`config.mk`:
```
export PLATFORM = sky130hd
export DESIGN_NAME = clause_eval_fetch_flat
export DESIGN_NICKNAME = d
export VERILOG_FILES = /design/src/rtl/clause_eval_fetch_if.sv /design/src/rtl/clause_eval_fetch.sv /design/src/flat_wrapper.sv
export SDC_FILE = /design/constraint.sdc
export NUM_CORES = 1
export LEC_CHECK = 0
export ABC_AREA = 1
export CAP_MARGIN = 20
export CORE_MARGIN = 8
export CORE_UTILIZATION = 42
export DETAILED_ROUTE_END_ITERATION = 8
export HOLD_SLACK_MARGIN = 0.15
export PLACE_DENSITY = 0.76
export RECOVER_POWER = 50
export SYNTH_ARGS = -nofsm -noshare
export SYNTH_HDL_FRONTEND = slang
export SYNTH_SLANG_ARGS = --single-unit
```
`constraint.sdc`:
```
create_clock -name clock -period 1.6 [get_ports clock]
set_clock_uncertainty 0.05 [all_clocks]
set_input_delay 0.24 -clock clock [delete_from_list [all_inputs] [get_ports clock]]
set_output_delay 0.24 -clock clock [all_outputs]
set_load 0.1 [all_outputs]
```
`src/rtl/clause_eval_fetch_if.sv`:
```
// Clause-database read port seen from the clause evaluator: active-low request,
// read/write strobes, word address, read data and the database's ready/busy toggle.
interface clause_eval_fetch_if #(
    parameter int data_size    = 8,
    parameter int address_size = 8
);
    logic                    db_mem_request;
    logic                    db_data_read;
    logic                    db_data_write;
    logic [address_size-1:0] db_address;
    logic [data_size-1:0]    db_d_out;
    logic                    db_mem_work;

    modport master (
        output db_mem_request, db_data_read, db_data_write, db_address,
        input  db_d_out, db_mem_work
    );

    modport slave (
        input  db_mem_request, db_data_read, db_data_write, db_address,
        output db_d_out, db_mem_work
    );
endinterface

```
`src/rtl/clause_eval_fetch.sv`:
```
// Walks one clause of the database a literal at a time and classifies it against
// the current assignment as SATISFIED, UNIT, CONFLICT or UNRESOLVED.
module clause_eval_fetch #(
    parameter int data_size    = 8,
    parameter int address_size = 8,
    parameter int num_vars     = 16,
    parameter int max_len      = 8
) (
    input  logic                    clock,
    input  logic                    reset,
    input  logic                    start,
    input  logic [address_size-1:0] start_addr,
    input  logic [num_vars-1:0]     assign_val,
    input  logic [num_vars-1:0]     assign_def,
    clause_eval_fetch_if.master     db,
    output logic                    busy,
    output logic                    done,
    output logic [1:0]              status,
    output logic [data_size-1:0]    implied_lit,
    output logic                    range_err
);
    localparam logic [2:0] IDLE    = 3'd0;
    localparam logic [2:0] ISSUE   = 3'd1;
    localparam logic [2:0] CAPTURE = 3'd2;
    localparam logic [2:0] GAP     = 3'd3;
    localparam logic [2:0] REPORT  = 3'd4;

    localparam int CNT_W = $clog2(max_len + 1);

    logic [2:0]              state_reg;
    logic [address_size-1:0] addr_reg;
    logic [CNT_W-1:0]        lit_cnt_reg;
    logic [1:0]              unas_cnt_reg;
    logic                    err_reg;
    logic                    sat_reg;
    logic [data_size-1:0]    held_reg;
    logic                    busy_reg;
    logic                    done_reg;
    logic [1:0]              status_reg;
    logic [data_size-1:0]    implied_reg;
    logic                    range_err_reg;

    // Widened copies let any 7-bit index be looked up without an out-of-range select.
    logic [127:0] val_ext;
    logic [127:0] def_ext;
    logic [6:0]   lit_idx;
    logic         lit_neg;
    logic         lit_term;
    logic         lit_in_range;
    logic         lit_true;
    logic         lit_unas;
    logic         fetch_active;
    logic [1:0]   report_status;

    assign val_ext      = 128'(assign_val);
    assign def_ext      = 128'(assign_def);
    assign lit_idx      = db.db_d_out[6:0];
    assign lit_neg      = db.db_d_out[7];
    assign lit_term     = (lit_idx == 7'd0);
    assign lit_in_range = (lit_idx < 7'(num_vars));
    assign lit_true     = lit_in_range && def_ext[lit_idx] && (val_ext[lit_idx] ^ lit_neg);
    assign lit_unas     = lit_in_range && !def_ext[lit_idx];

    assign report_status = sat_reg              ? 2'b01 :
                           (unas_cnt_reg == 2'd0) ? 2'b11 :
                           (unas_cnt_reg == 2'd1) ? 2'b10 : 2'b00;

    // Request stays low from issue until the data word has been captured.
    assign fetch_active      = (state_reg == ISSUE) || (state_reg == CAPTURE);
    assign db.db_mem_request = !fetch_active;
    assign db.db_data_read   = fetch_active;
    assign db.db_data_write  = 1'b0;
    assign db.db_address     = addr_reg;

    assign busy        = busy_reg;
    assign done        = done_reg;
    assign status      = status_reg;
    assign implied_lit = implied_reg;
    assign range_err   = range_err_reg;

    always_ff @(posedge clock) begin
        done_reg <= 1'b0;
        if (reset) begin
            state_reg     <= IDLE;
            addr_reg      <= '0;
            lit_cnt_reg   <= '0;
            unas_cnt_reg  <= 2'd0;
            err_reg       <= 1'b0;
            sat_reg       <= 1'b0;
            held_reg      <= '0;
            busy_reg      <= 1'b0;
            status_reg    <= 2'b00;
            implied_reg   <= '0;
            range_err_reg <= 1'b0;
        end else begin
            case (state_reg)
                IDLE: begin
                    if (start) begin
                        addr_reg     <= start_addr;
                        lit_cnt_reg  <= '0;
                        unas_cnt_reg <= 2'd0;
                        err_reg      <= 1'b0;
                        sat_reg      <= 1'b0;
                        held_reg     <= '0;
                        busy_reg     <= 1'b1;
                        state_reg    <= ISSUE;
                    end
                end
                ISSUE: begin
                    if (db.db_mem_work) state_reg <= CAPTURE;
                end
                CAPTURE: begin
                    if (!db.db_mem_work) begin
                        if (lit_term) begin
                            state_reg <= REPORT;
                        end else if (lit_true) begin
                            sat_reg   <= 1'b1;
                            state_reg <= REPORT;
                        end else begin
                            // Out-of-range literals are flagged and then treated as false.
                            if (!lit_in_range) begin
                                err_reg <= 1'b1;
                            end else if (lit_unas) begin
                                if (unas_cnt_reg == 2'd0) held_reg <= db.db_d_out;
                                if (unas_cnt_reg != 2'd2) unas_cnt_reg <= unas_cnt_reg + 2'd1;
                            end
                            lit_cnt_reg <= lit_cnt_reg + 1'b1;
                            addr_reg    <= addr_reg + 1'b1;
                            state_reg   <= (lit_cnt_reg == CNT_W'(max_len - 1)) ? REPORT : GAP;
                        end
                    end
                end
                GAP: begin
                    state_reg <= ISSUE;
                end
                REPORT: begin
                    done_reg      <= 1'b1;
                    busy_reg      <= 1'b0;
                    status_reg    <= report_status;
                    implied_reg   <= (report_status == 2'b10) ? held_reg : '0;
                    range_err_reg <= err_reg;
                    state_reg     <= IDLE;
                end
                default: begin
                    state_reg <= IDLE;
                end
            endcase
        end
    end
endmodule

```
`src/flat_wrapper.sv`:
```
// flat-port wrapper written by rule: the top's interface ports become plain ports
module clause_eval_fetch_flat 
#(
    parameter int data_size    = 8,
    parameter int address_size = 8,
    parameter int num_vars     = 16,
    parameter int max_len      = 8
)
  (clock, reset, start, start_addr, assign_val, assign_def, busy, done, status, implied_lit, range_err, db_db_mem_request, db_db_data_read, db_db_data_write, db_db_address, db_db_d_out, db_db_mem_work);
  clause_eval_fetch_if #(.data_size(data_size), .address_size(address_size)) db_i ();
  input  logic clock;
  input  logic reset;
  input  logic start;
  input  logic [address_size-1:0] start_addr;
  input  logic [num_vars-1:0] assign_val;
  input  logic [num_vars-1:0] assign_def;
  output logic busy;
  output logic done;
  output logic [1:0] status;
  output logic [data_size-1:0] implied_lit;
  output logic range_err;
  output wire logic [$bits(db_i.db_mem_request)-1:0] db_db_mem_request;
  output wire logic [$bits(db_i.db_data_read)-1:0] db_db_data_read;
  output wire logic [$bits(db_i.db_data_write)-1:0] db_db_data_write;
  output wire logic [$bits(db_i.db_address)-1:0] db_db_address;
  input wire logic [$bits(db_i.db_d_out)-1:0] db_db_d_out;
  input wire logic [$bits(db_i.db_mem_work)-1:0] db_db_mem_work;
  assign db_db_mem_request = db_i.db_mem_request;
  assign db_db_data_read = db_i.db_data_read;
  assign db_db_data_write = db_i.db_data_write;
  assign db_db_address = db_i.db_address;
  assign db_i.db_d_out = db_db_d_out;
  assign db_i.db_mem_work = db_db_mem_work;
  clause_eval_fetch #(.data_size(data_size), .address_size(address_size), .num_vars(num_vars), .max_len(max_len)) u_core (.clock(clock), .reset(reset), .start(start), .start_addr(start_addr), .assign_val(assign_val), .assign_def(assign_def), .db(db_i), .busy(busy), .done(done), .status(status), .implied_lit(implied_lit), .range_err(range_err));
endmodule
```
==> impl_metrics.json, run 1 <==
{
  "status": "finished, violations left",
  "violations": "setup timing",
  "clockRootBuffer": "clkbuf_8",
  "htree_levels": 2,
  "grt_use_total": 0.193,
  "cp-end-kind": "register",
  "finalHoldViolCount": 0,
  "comb_power_share": 0.556,
  "placed_area_sq_um": 3710,
  "crit_arrival_ps": 1990,
  "swShare": 0.449,
  "drt_wl_total_mm": 8.39,
  "cts_made_buffers": 5,
  "io_pins": 76,
  "synthesis.area_sq_um": 2400,
  "area_growth_pct": 67.4,
  "ys_seq_area_frac": 0.334,
  "final_nets": 541,
  "ys.flop_type": "dfxtp_1",
  "dieArea_sq_um": 8390,
  "hold_buffers": 0,
  "design.core.area_sq_um": 5510,
  "first_pass_iters": 4,
  "yosysWarnings": 0,
  "num_rows": 27,
  "r2r.worst_path.cells": 11,
  "clkPwrFrac": 0.175,
  "synth-edff-count": 0,
  "seqPwrFrac": 0.269,
  "p_leak_uw": 0.00188,
  "die_h_microns": 91.6,
  "yosysUniqueCellTypes": 37,
  "synthArstFlopShare": 0,
  "clock-sinks": 40,
  "syn_area_per_cell_sq_um": 6.54,
  "mostFrequentLayoutCells": "nand2_1 (89), buf_4 (38), inv_1 (35), nand3_1 (33), dfxtp_1 (31)",
  "wl_per_cell_microns": 15.1,
  "slew_violations": 0,
  "rsz0062_at_grt": "yes",
  "fin_tns_setup_ps": -3850,
  "worst_pin_slew_ps": 620,
  "synth_nets": 424,
  "drc_errors": 0,
  "post-route-util": 0.730,
  "switchingPower_uw": 2090,
  "grt_pass1_vias": 2925,
  "worst_slack_ps": -197,
  "tritoncts": "built",
  "final_area_sq_um": 4020,
  "port_buffers": 74,
  "grt_max_degree": 23,
  "grt_pass1_wl_mm": 13.6,
  "gp_congestion": 0.858,
  "dr_total_vias": 2845,
  "final_common_cell": "nand2_1",
  "period_share": 1.12,
  "synth_seq_cells": 40,
  "avgViaCountPerCell": 5.11,
  "grt_antenna_before_repair": 0,
  "hold_path_class": "input port to register",
  "final_antenna_net_count": 0,
  "p_int_uw": 2560,
  "maxCapViolCount": 0,
  "clockBufferDepth": 2,
  "startpoint_type": "register",
  "initial_utilization": 0.436,
  "gr-total-overflow": 0,
  "ir_worst_vdd_mv": 0.775,
  "cp_max_fo": 4,
  "setup_viol": 29,
  "holdPathStages": 4,
  "syn_inst": 367,
  "p_per_area_nw_per_um2": 1160,
  "path_clk_slew_ps": 90,
  "max_slew_margin": 0.586,
  "fmax_ghz": 0.556,
  "layout-drive-gt1-share": 0.377,
  "fin_crit_ps": 1800,
  "critPathKind": "register to register",
  "cp_data_required_time_ps": 1790,
  "hpwlAfterDp_mm": 5.52,
  "antennaDiodeCount": 0,
  "insertion_delay_ps": 300,
  "hold_slack_ps": 375,
  "die_width_microns": 91.6,
  "drt_iter0_drc": 112
}
==> power groups by stage <==
| stage | Sequential [uW] | Combinational [uW] | Clock [uW] |
|---|---|---|---|
| finish | 1250 | 2580 | 814 |
| global route | 1270 | 2750 | 856 |
| global placement | 1260 | 2130 | 0 |
| floorplan | 1590 | 1040 | 0 |
| CTS | 1250 | 2560 | 809 |
| detailed placement | 1270 | 2180 | 0 |
==> cells in the mapped netlist (4+ instances only) <==
cell type,count,area share
nor3_1,6,0.013
o21ai_0,14,0.029
clkbuf_1,6,0.0094
buf_6,4,0.019
ha_1,5,0.026
nor2_1,29,0.045
nand2_1,109,0.17
a21oi_2,6,0.022
nand2_2,5,0.013
nand3_1,47,0.098
a21oi_1,16,0.033
inv_1,43,0.067
xor2_1,4,0.015
dfxtp_1,40,0.33
==> final cells by class <==
class | instances | area [sq um]
Clock inverter | 2 | 16.3
Timing Repair Buffer | 125 | 1200
Multi-Input combinational cell | 264 | 1600
Sequential cell | 40 | 822
Clock buffer | 6 | 93.8
Fill cell | 408 | 1490
Tap cell | 72 | 90.1
Inverter | 48 | 203
==> metrics by stage <==
stage	instances	setup WS, ps	power (uW)
floorplan	367	-348	2620
global placement	531	-580	3390
detailed placement	531	-668	3450
CTS	554	-106	4630
global route	557	-294	4870
finish	557	-197	4650
==> worst paths after layout <==
check,start,end,slack (ps)
min,db_db_d_out[3],u_core.held_reg[3],370
max,u_core.state_reg[1],u_core.unas_cnt_reg[1],-200
max reg2reg,u_core.state_reg[1],u_core.unas_cnt_reg[1],-200
min reg2reg,u_core.held_reg[5],u_core.held_reg[5],400
==> what timing repair did <==
item / CTS / global route
endpoints found under the setup margin: 37 / 39
pin swaps: 19 / 31
gates cloned: 2 / 0
resized for setup: 73 / 42
endpoints found under the hold margin: 0 / 0
buffers inserted: 14 / 7
==> critical path, stage by stage, from the launching register on <==
cell	delay (ps)
dfxtp_2	340
inv_2	50
nor3_4	230
inv_2	80
buf_6	130
nor3_4	250
nor2_4	90
nand2_1	120
nand2_4	80
nand2_4	90
o21ai_2	60
a21oi_1	140
==> logic make-up (layout without fill, tap and decap cells) <==
family | Yosys count | count (layout) | synth area share
AND/OR/NAND/NOR | 206 | 206 | 0.376
AO/OA/AOI/OAI | 45 | 45 | 0.117
adder cells (fa/ha/maj) | 5 | 5 | 0.0261
XOR/XNOR | 7 | 7 | 0.0255
flip-flops | 40 | 40 | 0.334
other | 1 | 1 | 0.00156
buffers and inverters | 63 | 181 | 0.120
==> per-layer routing <==
metal	part of all wire	up-vias	routed length, microns	GRT usage
met5	0	-	0	0
met4	0.019	0	163	0.0709
met3	0.060	18	504	0.0465
met2	0.52	102	4380	0.343
met1	0.40	1328	3340	0.218
li1	-	1397	-	-
No activity file was read; power rests on OpenSTA's default activity.
==> run 2: changes to the inputs <==
==> constraint.sdc (replaced) <==
create_clock -name clock -period 1.6 [get_ports clock]
set_clock_uncertainty 0.05 [all_clocks]
set_input_delay 0.16 -clock clock [delete_from_list [all_inputs] [get_ports clock]]
set_output_delay 0.16 -clock clock [all_outputs]
set_load 0.1 [all_outputs]
==> impl_metrics.json, run 2 (same netlist as run 1, synthesis figures left out) <==
{
  "status": "finished, violations left",
  "violations": "setup timing",
  "max_slew_margin": 0.633,
  "drt_iter0_drc": 110,
  "tritoncts": "built",
  "setup_viol": 23,
  "layout-drive-gt1-share": 0.339,
  "cp_data_required_time_ps": 1730,
  "hold_slack_ps": 271,
  "drt_wl_total_mm": 7.40,
  "final_antenna_net_count": 0,
  "finalPower_uw": 4510,
  "hpwlAfterDp_mm": 5.43,
  "wl_per_cell_microns": 13.5,
  "grt_antenna_before_repair": 0,
  "slew_violations": 0,
  "final_common_cell": "nand2_1",
  "startpoint_type": "register",
  "io_pins": 76,
  "fmax_ghz": 0.593,
  "area_growth_pct": 61.7,
  "crit_arrival_ps": 1820,
  "p_per_area_nw_per_um2": 1160,
  "first_pass_iters": 4,
  "critPathKind": "register to register",
  "grt_use_total": 0.173,
  "dr_wl_met2_mm": 3.62,
  "post-route-util": 0.705,
  "final_nets": 534,
  "grt_pass1_vias": 2832,
  "wl_met1_mm": 3.09,
  "die_h_microns": 91.6,
  "drc_errors": 0,
  "worst_pin_slew_ps": 553,
  "worst_slack_ps": -86.4,
  "hold_buffers": 0,
  "fin_tns_setup_ps": -1020,
  "avgViaCountPerCell": 4.97,
  "num_rows": 27,
  "dr_total_vias": 2735,
  "insertion_delay_ps": 290,
  "ir_worst_vdd_mv": 0.681,
  "port_buffers": 74,
  "grt_pass1_wl_mm": 12.4,
  "cts_made_buffers": 5,
  "p_leak_uw": 0.00178,
  "period_share": 1.05,
  "dr_wl_met3_microns": 559,
  "topRoutingLayerUsed": "met4",
  "placed_area_sq_um": 3710,
  "gr-total-overflow": 0,
  "rsz0062_at_grt": "yes",
  "gp_congestion": 0.856,
  "clock-sinks": 40,
  "antennaDiodeCount": 0,
  "cp-end-kind": "register",
  "hold_path_class": "input port to register",
  "design.core.area_sq_um": 5510,
  "initial_utilization": 0.436,
  "final_area_sq_um": 3880,
  "maxCapViolCount": 0,
  "clockRootBuffer": "clkbuf_8",
  "grt_max_degree": 23,
  "finalHoldViolCount": 0,
  "htree_levels": 2,
  "mostFrequentLayoutCells": "nand2_1 (87), clkdlybuf4s50_1 (45), nand3_1 (39), buf_4 (37), inv_1 (35)",
  "path_clk_slew_ps": 80,
  "dieArea_sq_um": 8390,
  "cp_max_fo": 7,
  "die_width_microns": 91.6,
  "fin_crit_ps": 1690,
  "clockBufferDepth": 2
}
==> run 2: metrics by stage <==
step           worst slack, ps  std cells
2_1_floorplan             -268        367
3_3_place_gp              -500        531
3_5_place_dp              -631        531
4_1_cts                  -67.5        545
5_1_grt                   -190        550
6_report                 -86.4        550
==> run 2: repair_timing <==
item / in CTS / in global routing
setup endpoints to repair: 37 / 36
cloned: 1 / 1
setup buffers: 6 / 4
endpoints found under the hold margin: 0 / 0
pin swaps: 7 / 15
resized for setup: 38 / 36
==> run 2: layout make-up <==
type	count	area [sq um]
well taps	72	90.1
clock inverters	2	16.3
fillers	431	1620
flip-flops and latches	40	820
inverters	48	203
repair buffers	118	1130
multi-input cells	264	1530
clock buffers	6	93.8
==> run 2: power breakdown <==
part	internal [uW]	switching, uW	leakage [uW]
combinational	1010	1470	0.00140
sequential	1110	130	0.000329
clock	407	383	0.0000530
total	2530	1980	0.00178
==> run 2: critical path, cell delays in order, from the launching register on <==
cell	delay [ps]
dfxtp_2	340
inv_2	50
nor3_4	210
inv_2	110
buf_6	130
o211ai_1	150
nor2_1	90
nand2_2	170
clkinv_4	130
nand3_2	100
a21oi_2	50
==> run 2: path summary, 6_finish.rpt <==
check	endpoint	startpoint	cells after the start	slack, ps
hold / removal	u_core.held_reg[0]	db_db_d_out[0]	4	270
hold reg to reg	u_core.held_reg[6]	u_core.held_reg[6]	2	390
setup reg to reg	u_core.held_reg[0]	u_core.state_reg[1]	10	-90
setup / recovery	u_core.held_reg[0]	u_core.state_reg[1]	10	-90
==> run 2: routing by layer <==
| metal | track usage | vias to the layer above |
|---|---|---|
| li1 | - | 1377 |
| met4 | 0.0450 | 0 |
| met5 | 0 | - |
| met1 | 0.198 | 1243 |
| met3 | 0.0522 | 15 |
| met2 | 0.305 | 100 |
==> run 3: changes to the inputs <==
REMOVE_ABC_BUFFERS = 1   (was default)
==> impl_metrics.json, run 3 (same netlist as run 1, synthesis figures left out) <==
{
  "dieArea_sq_um": 8390,
  "clockBufferDepth": 2,
  "area_growth_pct": 66.6,
  "mostFrequentLayoutCells": "nand2_1 (91), buf_4 (47), clkdlybuf4s50_1 (46), nand3_1 (38), dfxtp_1 (37)",
  "hpwlAfterDp_mm": 5.66,
  "cts_made_buffers": 5,
  "p_per_area_nw_per_um2": 1190,
  "design.core.area_sq_um": 5510,
  "final_common_cell": "nand2_1",
  "hold_start": "db_db_d_out[3]",
  "htree_levels": 2,
  "drc_errors": 0,
  "num_rows": 27,
  "crit_arrival_ps": 1960,
  "r2r.worst_path.cells": 7,
  "rsz0062_at_grt": "yes",
  "period_share": 1.12,
  "tritoncts": "built",
  "slew_violations": 0,
  "r2r_setup_slack_ps": -130,
  "cp-end-kind": "register",
  "finalHoldViolCount": 0,
  "hold_path_class": "input port to register",
  "first_pass_iters": 4,
  "fmax_ghz": 0.560,
  "die_width_microns": 91.6,
  "dr_total_vias": 2953,
  "p_leak_uw": 0.00186,
  "startpoint_type": "input port",
  "wl_per_cell_microns": 16.0,
  "insertion_delay_ps": 300,
  "holdPathEnd": "u_core.held_reg[3]",
  "gr-total-overflow": 0,
  "violations": "setup timing",
  "timing.rr.start": "u_core.state_reg[0]",
  "finalPower_uw": 4760,
  "hold_slack_ps": 342,
  "initial_utilization": 0.436,
  "drt_iter0_drc": 171,
  "grt_pass1_vias": 2727,
  "final_antenna_net_count": 0,
  "fin_crit_ps": 1780,
  "cp_max_fo": 7,
  "max_slew_margin": 0.629,
  "port_buffers": 74,
  "path_clk_slew_ps": 80,
  "r2r_end": "u_core.held_reg[2]",
  "grt_antenna_before_repair": 0,
  "post-route-util": 0.727,
  "drt_wl_total_mm": 9.01,
  "setup_viol": 23,
  "grt_max_degree": 18,
  "ir_worst_vdd_mv": 0.994,
  "antennaDiodeCount": 0,
  "io_pins": 76,
  "final_nets": 547,
  "critPathKind": "input port to register",
  "worst_pin_slew_ps": 556,
  "gp_congestion": 0.802,
  "hold_buffers": 0,
  "worst_slack_ps": -184,
  "clock-sinks": 40,
  "status": "finished, violations left",
  "avgViaCountPerCell": 5.25,
  "grt_use_total": 0.182,
  "holdPathStages": 4,
  "cp_data_required_time_ps": 1770,
  "maxCapViolCount": 0,
  "clockRootBuffer": "clkbuf_8",
  "die_h_microns": 91.6,
  "layout-drive-gt1-share": 0.358,
  "grt_pass1_wl_mm": 12.7
}
==> run 3: worst max-delay path by stage <==
| stage | from | endpoint | cells after the start |
|---|---|---|---|
| after CTS | u_core.state_reg[1] | db_db_mem_request | 7 |
| after floorplan | u_core.state_reg[1] | db_db_mem_request | 5 |
| after global routing | assign_def[0] | u_core.held_reg[2] | 14 |
| after global placement | db_db_d_out[0] | u_core.db.db_address[0] | 16 |
| final | assign_def[3] | u_core.held_reg[2] | 14 |
| after detailed placement | db_db_d_out[0] | u_core.db.db_address[6] | 14 |
==> run 3: routing by layer <==
| metal | part of all wire | track usage |
|---|---|---|
| met4 | 0.036 | 0.0628 |
| met5 | 0 | 0 |
| met3 | 0.052 | 0.0302 |
| met2 | 0.54 | 0.336 |
| met1 | 0.37 | 0.205 |
==> run 3: area by class of cell <==
| cell class | instances | area, sq um |
|---|---|---|
| Clock buffer | 5 | 68.8 |
| Clock inverter | 3 | 46.3 |
| Fill cell | 362 | 1510 |
| Inverter | 48 | 198 |
| Multi-Input combinational cell | 264 | 1580 |
| Sequential cell | 40 | 807 |
| Tap cell | 72 | 90.1 |
| Timing Repair Buffer | 131 | 1210 |
==> run 3: report_power, final <==
| part | internal, uW | switching, uW | total (uW) |
|---|---|---|---|
| clock | 470 | 395 | 865 |
| sequential | 1100 | 121 | 1220 |
| combinational | 1070 | 1600 | 2670 |
==> run 3: critical path: stages <==
cell             delay (ps)
clkdlybuf4s50_1         400
nand2_1                  70
nand2_1                  50
nand2_1                  60
nand2_1                  70
nand2_1                  80
nand2_1                  90
inv_2                    90
nand2_1                 110
o21ai_4                 230
nand2_4                 130
inv_8                   100
nand3_1                 120
a21oi_2                 200
==> run 3: through the flow <==
step | setup TNS [ps] | instances | worst slack, ps | instance area, sq um
global placement | -12490 | 538 | -510 | 3680
global route | -4750 | 563 | -272 | 4000
detailed placement | -15080 | 538 | -633 | 3680
finish | -1760 | 563 | -184 | 4000
CTS | -109 | 558 | -43.3 | 3970
floorplan | -10760 | 352 | -1150 | 2290
==> run 3: timing repair <==
item | 4_1_cts | 5_1_grt
setup buffers | 11 | 6
gates cloned | 1 | 0
endpoints found under the setup margin | 37 | 36
pin swaps | 11 | 23
resized for setup | 40 | 69
